## config.mk

```make
export PLATFORM = sky130hd
export DESIGN_NAME = obi_rr_arbiter
export DESIGN_NICKNAME = d
export VERILOG_FILES = /design/src/rtl/obi_arb_pkg.sv /design/src/rtl/obi_rr_select.sv /design/src/rtl/obi_rr_arbiter.sv
export SDC_FILE = /design/constraint.sdc
export NUM_CORES = 1
export LEC_CHECK = 0
export BUFFER_PORTS_ARGS = -buffer_cell sky130_fd_sc_hd__buf_2
export CAP_MARGIN = 20
export CORE_AREA = 10 10 162 164
export CTS_CLUSTER_DIAMETER = 30
export DETAILED_ROUTE_END_ITERATION = 7
export DIE_AREA = 0 0 172 174
export PLACE_DENSITY = 0.49
export SKIP_CTS_REPAIR_TIMING = 1
export SYNTH_ARGS = -nofsm -noshare
export SYNTH_HDL_FRONTEND = slang
export SYNTH_HIERARCHICAL = 1
export SYNTH_SLANG_ARGS = --single-unit
export TNS_END_PERCENT = 100
```

## constraint.sdc

```tcl
create_clock -name clk_i -period 3.1 [get_ports clk_i]
set_input_delay 0.31 -clock clk_i [delete_from_list [all_inputs] [get_ports clk_i]]
set_output_delay 0.31 -clock clk_i [all_outputs]
set_load 0.02 [all_outputs]
```

## src/rtl/obi_arb_pkg.sv

```systemverilog
// Shared types and constants for the OBI round-robin arbiter.
// Holds the arbiter state encoding and the saturating error-counter helper.
package obi_arb_pkg;

  typedef enum logic [1:0] {
    IDLE = 2'b00,
    ADDR = 2'b01,
    RESP = 2'b10
  } arb_state_e;

  localparam int ERR_CNT_W = 8;
  localparam logic [ERR_CNT_W-1:0] ERR_CNT_MAX = '1;

  function automatic logic [ERR_CNT_W-1:0] err_cnt_sat_inc(input logic [ERR_CNT_W-1:0] cnt);
    return (cnt == ERR_CNT_MAX) ? cnt : cnt + 1'b1;
  endfunction

endpackage

```

## src/rtl/obi_rr_select.sv

```systemverilog
// Combinational round-robin picker: first set request at or after the priority
// index, wrapping modulo NUM_REQ.
module obi_rr_select #(
  parameter  int NUM_REQ = 4,
  localparam int IDX_W   = $clog2(NUM_REQ)
) (
  input  logic [NUM_REQ-1:0] i_req,
  input  logic [IDX_W-1:0]   i_prio,
  output logic               o_valid,
  output logic [IDX_W-1:0]   o_idx,
  output logic [NUM_REQ-1:0] o_onehot
);

  always_comb begin
    int                 k;
    logic [IDX_W-1:0]   kk;
    o_valid  = 1'b0;
    o_idx    = '0;
    o_onehot = '0;
    k        = 0;
    kk       = '0;
    for (int i = 0; i < NUM_REQ; i++) begin
      k = int'(i_prio) + i;
      if (k >= NUM_REQ) k = k - NUM_REQ;
      kk = IDX_W'(k);
      if (!o_valid && i_req[kk]) begin
        o_valid = 1'b1;
        o_idx   = kk;
      end
    end
    if (o_valid) o_onehot[o_idx] = 1'b1;
  end

endmodule

```

## src/rtl/obi_rr_arbiter.sv

```systemverilog
// Round-robin arbiter sharing one OBI manager port among NUM_REQ requesters,
// one outstanding transaction at a time, with response routing and error count.
module obi_rr_arbiter
  import obi_arb_pkg::*;
#(
  parameter  int NUM_REQ    = 4,
  parameter  int ADDR_WIDTH = 32,
  parameter  int DATA_WIDTH = 32,
  localparam int IDX_W      = $clog2(NUM_REQ),
  localparam int BE_W       = DATA_WIDTH / 8
) (
  input  logic                          clk_i,
  input  logic                          reset_ni,
  input  logic [NUM_REQ-1:0]            req_i,
  input  logic [NUM_REQ-1:0]            we_i,
  input  logic [NUM_REQ*ADDR_WIDTH-1:0] addr_i,
  input  logic [NUM_REQ*DATA_WIDTH-1:0] wdata_i,
  input  logic [NUM_REQ*BE_W-1:0]       be_i,
  input  logic [NUM_REQ-1:0]            rready_i,
  output logic [NUM_REQ-1:0]            gnt_o,
  output logic [NUM_REQ-1:0]            rvalid_o,
  output logic [DATA_WIDTH-1:0]         rdata_o,
  output logic                          err_o,
  output logic                          obi_req_o,
  output logic                          obi_we_o,
  output logic [ADDR_WIDTH-1:0]         obi_addr_o,
  output logic [DATA_WIDTH-1:0]         obi_wdata_o,
  output logic [BE_W-1:0]               obi_be_o,
  input  logic                          obi_gnt_i,
  input  logic                          obi_rvalid_i,
  output logic                          obi_rready_o,
  input  logic [DATA_WIDTH-1:0]         obi_rdata_i,
  input  logic                          obi_err_i,
  output logic [IDX_W-1:0]              owner_o,
  output logic                          busy_o,
  output logic [ERR_CNT_W-1:0]          err_cnt_o
);

  arb_state_e             r_state;
  arb_state_e             w_state_d;
  logic [IDX_W-1:0]       r_prio;
  logic [IDX_W-1:0]       r_owner;
  logic [ERR_CNT_W-1:0]   r_err_cnt;

  logic                   w_win_valid;
  logic [IDX_W-1:0]       w_win_idx;
  logic [NUM_REQ-1:0]     w_win_oh;
  logic [NUM_REQ-1:0]     w_own_oh;
  logic                   w_own_rready;
  logic                   w_use_win;
  logic [IDX_W-1:0]       w_sel_idx;
  logic                   w_sel_we;
  logic [ADDR_WIDTH-1:0]  w_sel_addr;
  logic [DATA_WIDTH-1:0]  w_sel_wdata;
  logic [BE_W-1:0]        w_sel_be;
  logic                   w_req;
  logic                   w_rready;
  logic                   w_resp_done;
  logic [NUM_REQ-1:0]     w_gnt;
  logic [NUM_REQ-1:0]     w_rvalid;

  obi_rr_select #(
    .NUM_REQ (NUM_REQ)
  ) u_select (
    .i_req    (req_i),
    .i_prio   (r_prio),
    .o_valid  (w_win_valid),
    .o_idx    (w_win_idx),
    .o_onehot (w_win_oh)
  );

  assign w_own_oh     = NUM_REQ'(1) << r_owner;
  assign w_own_rready = rready_i[r_owner];

  // In IDLE the downstream fields follow the fresh winner; afterwards they stay
  // with the registered owner so late requests from others cannot disturb them.
  assign w_sel_idx = w_use_win ? w_win_idx : r_owner;

  always_comb begin
    w_sel_we    = 1'b0;
    w_sel_addr  = '0;
    w_sel_wdata = '0;
    w_sel_be    = '0;
    for (int k = 0; k < NUM_REQ; k++) begin
      if (IDX_W'(k) == w_sel_idx) begin
        w_sel_we    = we_i[k];
        w_sel_addr  = addr_i[k*ADDR_WIDTH +: ADDR_WIDTH];
        w_sel_wdata = wdata_i[k*DATA_WIDTH +: DATA_WIDTH];
        w_sel_be    = be_i[k*BE_W +: BE_W];
      end
    end
  end

  always_comb begin
    w_state_d   = r_state;
    w_gnt       = '0;
    w_rvalid    = '0;
    w_req       = 1'b0;
    w_rready    = 1'b1;
    w_use_win   = 1'b0;
    w_resp_done = 1'b0;
    unique case (r_state)
      IDLE: begin
        if (w_win_valid) begin
          w_req     = 1'b1;
          w_use_win = 1'b1;
          if (obi_gnt_i) begin
            w_gnt     = w_win_oh;
            w_state_d = RESP;
          end else begin
            w_state_d = ADDR;
          end
        end
      end
      ADDR: begin
        w_req = 1'b1;
        if (obi_gnt_i) begin
          w_gnt     = w_own_oh;
          w_state_d = RESP;
        end
      end
      RESP: begin
        w_rready = w_own_rready;
        if (obi_rvalid_i) w_rvalid = w_own_oh;
        if (obi_rvalid_i && w_own_rready) begin
          w_resp_done = 1'b1;
          w_state_d   = IDLE;
        end
      end
      default: w_state_d = IDLE;
    endcase
  end

  always_ff @(posedge clk_i) begin
    if (!reset_ni) begin
      r_state   <= IDLE;
      r_prio    <= '0;
      r_owner   <= '0;
      r_err_cnt <= '0;
    end else begin
      r_state <= w_state_d;
      if (r_state == IDLE && w_win_valid) begin
        r_owner <= w_win_idx;
        r_prio  <= (int'(w_win_idx) == NUM_REQ - 1) ? '0 : w_win_idx + 1'b1;
      end
      if (w_resp_done && obi_err_i) r_err_cnt <= err_cnt_sat_inc(r_err_cnt);
    end
  end

  // Outputs are forced quiet while reset is asserted, whatever the state.
  assign gnt_o        = reset_ni ? w_gnt : '0;
  assign rvalid_o     = reset_ni ? w_rvalid : '0;
  assign obi_req_o    = reset_ni & w_req;
  assign obi_we_o     = reset_ni & w_req & w_sel_we;
  assign obi_addr_o   = (reset_ni && w_req) ? w_sel_addr : '0;
  assign obi_wdata_o  = (reset_ni && w_req) ? w_sel_wdata : '0;
  assign obi_be_o     = (reset_ni && w_req) ? w_sel_be : '0;
  assign obi_rready_o = w_rready;
  assign rdata_o      = obi_rdata_i;
  assign err_o        = obi_err_i;
  assign owner_o      = r_owner;
  assign busy_o       = (r_state != IDLE);
  assign err_cnt_o    = r_err_cnt;

`ifndef SYNTHESIS
  always_ff @(posedge clk_i) begin
    if (reset_ni) begin
      assert ($onehot0(gnt_o));
      assert ($onehot0(rvalid_o));
    end
  end
`endif

endmodule

```

### Word-level counts from Yosys, hierarchy flattened

Index checks and enable logic that the tools add are counted.
Widths: inputs -> output; s select.

* bits in registers: 14
* bits in latches: 0
* bits in writable memories: 0
* ROM bits: 0
* word-level logic and storage cells: 118
* memories kept: 0

* add/subtract/negate cells: 9
* multipliers: 0
* divide/modulo/power cells: 0
* $lt $le $gt $ge: 11
* eq/ne operators: 10
* shifts and indexed selects: 1
* multiplexer cells: 64
* bitwise operators: 3
* reductions and logical operators: 16

Operators by type and width (count)
* $mux 32: 10
* $mux 4: 12
* $mux 2: 14
* $mux 1: 19
* $lt 2x3->1 const B: 6
* $bmux 1 s2: 5
* $ge 3x3->1 const B: 3
* $add 8x1->8 const B: 1
* $eq 8x8->1 const B: 1
* $logic_and 1x1->1: 8
* $pmux 4 s2: 1
* $sub 2x1->2 const B: 4
* $add 2x2->3 const B: 2
* $ne 2x2->1 const B: 3
* $pmux 2 s3: 1
* $eq 2x1->1 const B: 2
* $eq 2x2->1 const A: 2
* $logic_not 2->1: 2
* $shl 1x2->4 const A: 1
* $add 2x1->3 const B: 1
* $ge 2x3->1 const B: 1
* $logic_not 1->1: 3
* $reduce_and 3->1: 1
* $add 2x1->2 const B: 1
* other kinds (9): 10

### Logic depth before layout (Yosys ltp)

* depth after elaboration: 23
* depth in mapped cells: 10
* mapped depth without buffers: 7

### By module

Netlist, hierarchy kept.

Modules (own cells, without submodules)
* obi_rr_arbiter: instances 1, cells an instance 462, area an instance 2875.3 um^2
* obi_rr_select: instances 1, cells an instance 33, area an instance 211.5 um^2

### Worst setup path before layout

OpenSTA, ideal clock, no wires.

* path type: register -> output
* from: register r_prio[1]
* to: output port obi_be_o[0]
* arrival: 2382 ps
* required time: 2790 ps
* setup slack: 408 ps
* stages on the path, launching flop included: 11
* buffers on the path: 3
* cell sequence: dfxtp_1 -> buf_6 -> a21oi_1 -> o21ai_0 -> o2bb2a_1 -> nor2b_1 -> mux2i_1 -> buf_2 -> buf_2 -> o22ai_1 -> a311oi_1

* elaborated cells on any way between the ends: 51
* classes of those cells: add/sub (7); order compare (4); eq/ne (3); mux (29); reduce/logical (8)

RTL lines
* start, declared: RTL line obi_rr_arbiter.sv:41 `logic [IDX_W-1:0] r_prio;`
* start signal, assigned: RTL line obi_rr_arbiter.sv:144 `r_prio <= (int'(w_win_idx) == NUM_REQ - 1) ? '0 : w_win_idx + 1'b1;`
* branches (longest 13 deep; another with $add 2x1->3)
* $mux 2 *: RTL line obi_rr_select.sv:26 `if (!o_valid && i_req[kk]) begin`
* via w_win_idx[1]: RTL line obi_rr_arbiter.sv:46 `logic [IDX_W-1:0] w_win_idx;`
* $mux 2 *: RTL line obi_rr_arbiter.sv:77 `assign w_sel_idx = w_use_win ? w_win_idx : r_owner;`
* $logic_not 2->1: RTL line obi_rr_arbiter.sv:85 `if (IDX_W'(k) == w_sel_idx) begin`
* $mux 4 (3 in series): RTL line obi_rr_arbiter.sv:85
* $mux 4 *: RTL line obi_rr_arbiter.sv:85
* $mux 4 *: RTL line obi_rr_arbiter.sv:157 `assign obi_be_o = (reset_ni && w_req) ? w_sel_be : '0;`
* end, declared: RTL line obi_rr_arbiter.sv:28 `output logic [BE_W-1:0] obi_be_o,`

Mark *: on every way through the listed nets, which the timed path passes. The select of a mux whose other input is x is not followed.

### Worst setup path after layout

* from: register r_prio[1]
* to: output port obi_wdata_o[0]

* elaborated cells on any way between the ends: 51
* classes of those cells: add/sub (7); order compare (4); eq/ne (3); mux (29); reduce/logical (8)

RTL lines
* branches (longest 13 deep; another with $add 2x1->3)
* $mux 2 *: RTL line obi_rr_select.sv:26
* via w_win_idx[0]: RTL line obi_rr_arbiter.sv:46
* $mux 2 *: RTL line obi_rr_arbiter.sv:77
* $logic_not 2->1: RTL line obi_rr_arbiter.sv:85
* $mux 32 (3 in series): RTL line obi_rr_arbiter.sv:85
* $mux 32 *: RTL line obi_rr_arbiter.sv:85
* $mux 32 *: RTL line obi_rr_arbiter.sv:156 `assign obi_wdata_o = (reset_ni && w_req) ? w_sel_wdata : '0;`
* end, declared: RTL line obi_rr_arbiter.sv:27 `output logic [DATA_WIDTH-1:0] obi_wdata_o,`

Marks and branches as above.

==> reports/results.ini <==
[timing]
period_share_pct = 95.1
worst_pin_slew_ns = 0.806
finalClockSkew_ns = 0.00173
post-route-min-period_ns = 2.95
setup_viol = 0
fmax_mhz = 339
relSlewSlack_pct = 46.1
drv_slew = 0
fin_setup_tns_ns = 0
rsz0062_at_grt = yes
final_hold_viol_count = 0

[cts]
cts.sinks = 14
clk_path_buf_depth = 2
cts_root_buf = clkbuf_16
numCtsBuffers = 3
clk_pin_slew_ns = 0.05
cts_tree = done
clock_latency_ns = 0.24
h-tree-depth = 1

[min_path]
worstHoldEndpoint = r_state[0]
hold_class = in2reg
min_from = obi_gnt_i
min_path_cells = 2

[critical_path]
crit_type = reg2out
required_ns = 2.79
reg2reg_depth = 4
worstReg2RegEnd = err_cnt_o[3]
r2r_start = r_state[1]
reg2reg_setup_slack_ns = 1.19
endpoint_kind = output pin
arrival_ns = 2.64
start_kind = flop
cp_max_fo = 37

[synthesis]
synthMuxAreaShare_pct = 4.13
synth_simple_gate_area_share_pct = 27.2
syn_area_um2 = 3090
synthCells = 495
yosysSeqAreaShare_pct = 9.08
synthFlopType = dfxtp_1
synth_top_family_by_area = compound AO/OA/AOI/OAI gates
async_reset_ff_share_pct = 0
ys_ff_latch = 14
synth_compound_area_share_pct = 41.3
synth_top_area_share_pct = 19.9
avgSynthCellArea_um2 = 6.24
synthXorXnorAreaFrac_pct = 0
synthTopCellsByArea = a311oi_1 (20%), nand2_1 (18%), o22ai_1 (14%), dfxtp_1 (9.1%), buf_4 (8.8%)
synth_nets = 818
synth_cell_types = 44
synthAdderAreaFrac_pct = 0.811
yosysWarnings = 6
synth_edf_count = 0
synth.largest_area_cell = a311oi_1

[power]
static-leakage-power_nw = 2.62
p_per_area_nw_per_um2 = 390
clkPwrFrac_pct = 12.1
power.internal_w = 0.000957
seq_power_share_pct = 11.0
ir_worst_vdd_v = 0.000147
combPwrFrac_pct = 76.9
net-switching-power_w = 0.00107
netSwitchingFraction_pct = 52.8

[detailed_routing]
drc_errors = 0
first_pass_iters = 5
routed_via_density = 4.67
drt-total-wl_mm = 22.1
num_vias = 5148
routedWlPerCell_um = 20.0
drtIter0Drc = 268
ant_nets = 0

[floorplanning]
start_util_pct = 13.3
die_w_um = 172
die_h_um = 174
rows = 56
pin_count = 444
core_um2 = 23100
die_area_um2 = 29900

[final_layout]
layout_commonest_cell = buf_2
drive_gt1_share_pct = 51.2
final_cell_mix = buf_2 (379), nand2_1 (148), a311oi_1 (70)
fillCellCount = 2662
area_growth_pct = 68.5
design_area_um2 = 5200
fin_nets = 1136
regArea_um2 = 282
multi_input_area_um2 = 2320

[run]
maxCapViolCount = 0

[grt]
grt_use_total_pct = 13.1
grt_max_degree = 70
gr-total-overflow = 0
grt_pass1_wl_mm = 31.3
grt_pass1_vias = 5200
antenna_found_initial = 1

[place]
port_buffers = 379
place.gp.congestion = 0.866
dp.final_hpwl_mm = 17.8
placed_cell_area_um2 = 5090

[status]
status = finished, final reports clean

kinds of logic (layout without fill, tap and decap cells):
logic type,Yosys count,count (layout)
buffers and inverters,92,408
AOI/OAI and AO/OA,174,174
and+or+nand+nor,201,201
muxes,12,12
DFF,14,14
adders and majority gates,2,2
other,0,1
state kept, by name (all words and copies together) (netlist names):
signal,count
err_cnt_o,8
owner_o,2
r_prio,2
r_state,2
power by group through the flow:
| stage | Clock, W | Sequential (W) | Combinational (W) |
|---|---|---|---|
| after global placement | 0 | 0.000225 | 0.00155 |
| after global routing | 0.000261 | 0.000227 | 0.00169 |
| final | 0.000246 | 0.000223 | 0.00156 |
| after floorplan | 0 | 0.000211 | 0.000987 |
| after CTS | 0.000248 | 0.000222 | 0.00156 |
| after detailed placement | 0 | 0.000225 | 0.00155 |
critical path: stages, from the launching register on:
cell and delay, ns:
dfxtp_2 0.44, mux2i_1 0.20, nor2_1 0.05, a311oi_1 0.31
buf_4 0.21, nor2b_1 0.23, mux2i_4 0.12, buf_12 0.18
o22ai_1 0.32, a311oi_1 0.09, buf_2 0.19
cell usage after synthesis, drive strengths merged, types with 4 or more instances:
master / number
nand2: 148
clkbuf: 20
a311oi: 70
a21oi: 11
nand3: 6
o22ai: 69
mux2i: 9
buf: 65
inv: 6
nor2b: 5
nand2b: 4
nor2: 21
dfxtp: 14
o21ai: 8
routing by layer:
metal / wire [um] / track usage (%) / vias up
met1: 8280 / 14.6 / 2345
met5: 0 / 0 / -
met4: 481 / 3.63 / 0
li1: - / - / 2485
met3: 2000 / 3.33 / 32
met2: 11300 / 23.6 / 286
metrics by stage:
| step | hold WS [ns] | std cells | util, % | worst slack [ns] | total power (W) |
|---|---|---|---|---|---|
| 2_1_floorplan | 0.382 | 495 | - | 0.408 | 0.00120 |
| 3_3_place_gp | 0.477 | 1097 | 22.0 | 0.291 | 0.00178 |
| 3_5_place_dp | 0.486 | 1097 | 22.0 | 0.281 | 0.00177 |
| 4_1_cts | 0.253 | 1100 | 22.4 | 0.0174 | 0.00203 |
| 5_1_grt | 0.252 | 1101 | 22.5 | -0.0252 | 0.00218 |
| 6_report | 0.253 | 1102 | 22.5 | 0.151 | 0.00203 |
worst max path at each step:
stage,start,to,depth (start not counted)
4_1_cts,r_prio[1],obi_wdata_o[0],10
3_5_place_dp,req_i[2],obi_wdata_o[11],10
3_3_place_gp,r_prio[1],obi_wdata_o[0],10
6_report,r_prio[1],obi_wdata_o[0],10
5_1_grt,r_prio[1],obi_addr_o[5],10
2_1_floorplan,r_prio[1],obi_be_o[0],10
layout make-up:
| type | instances | share of cell area [%] |
|---|---|---|
| clock buffer | 3 | 1.44 |
| multi-input combinational | 389 | 44.6 |
| inverter | 7 | 0.505 |
| antenna | 1 | 0.0481 |
| timing repair buffer | 398 | 41.1 |
| tap | 290 | 6.98 |
| sequential | 14 | 5.41 |
No activity file was read; power rests on OpenSTA's default activity.
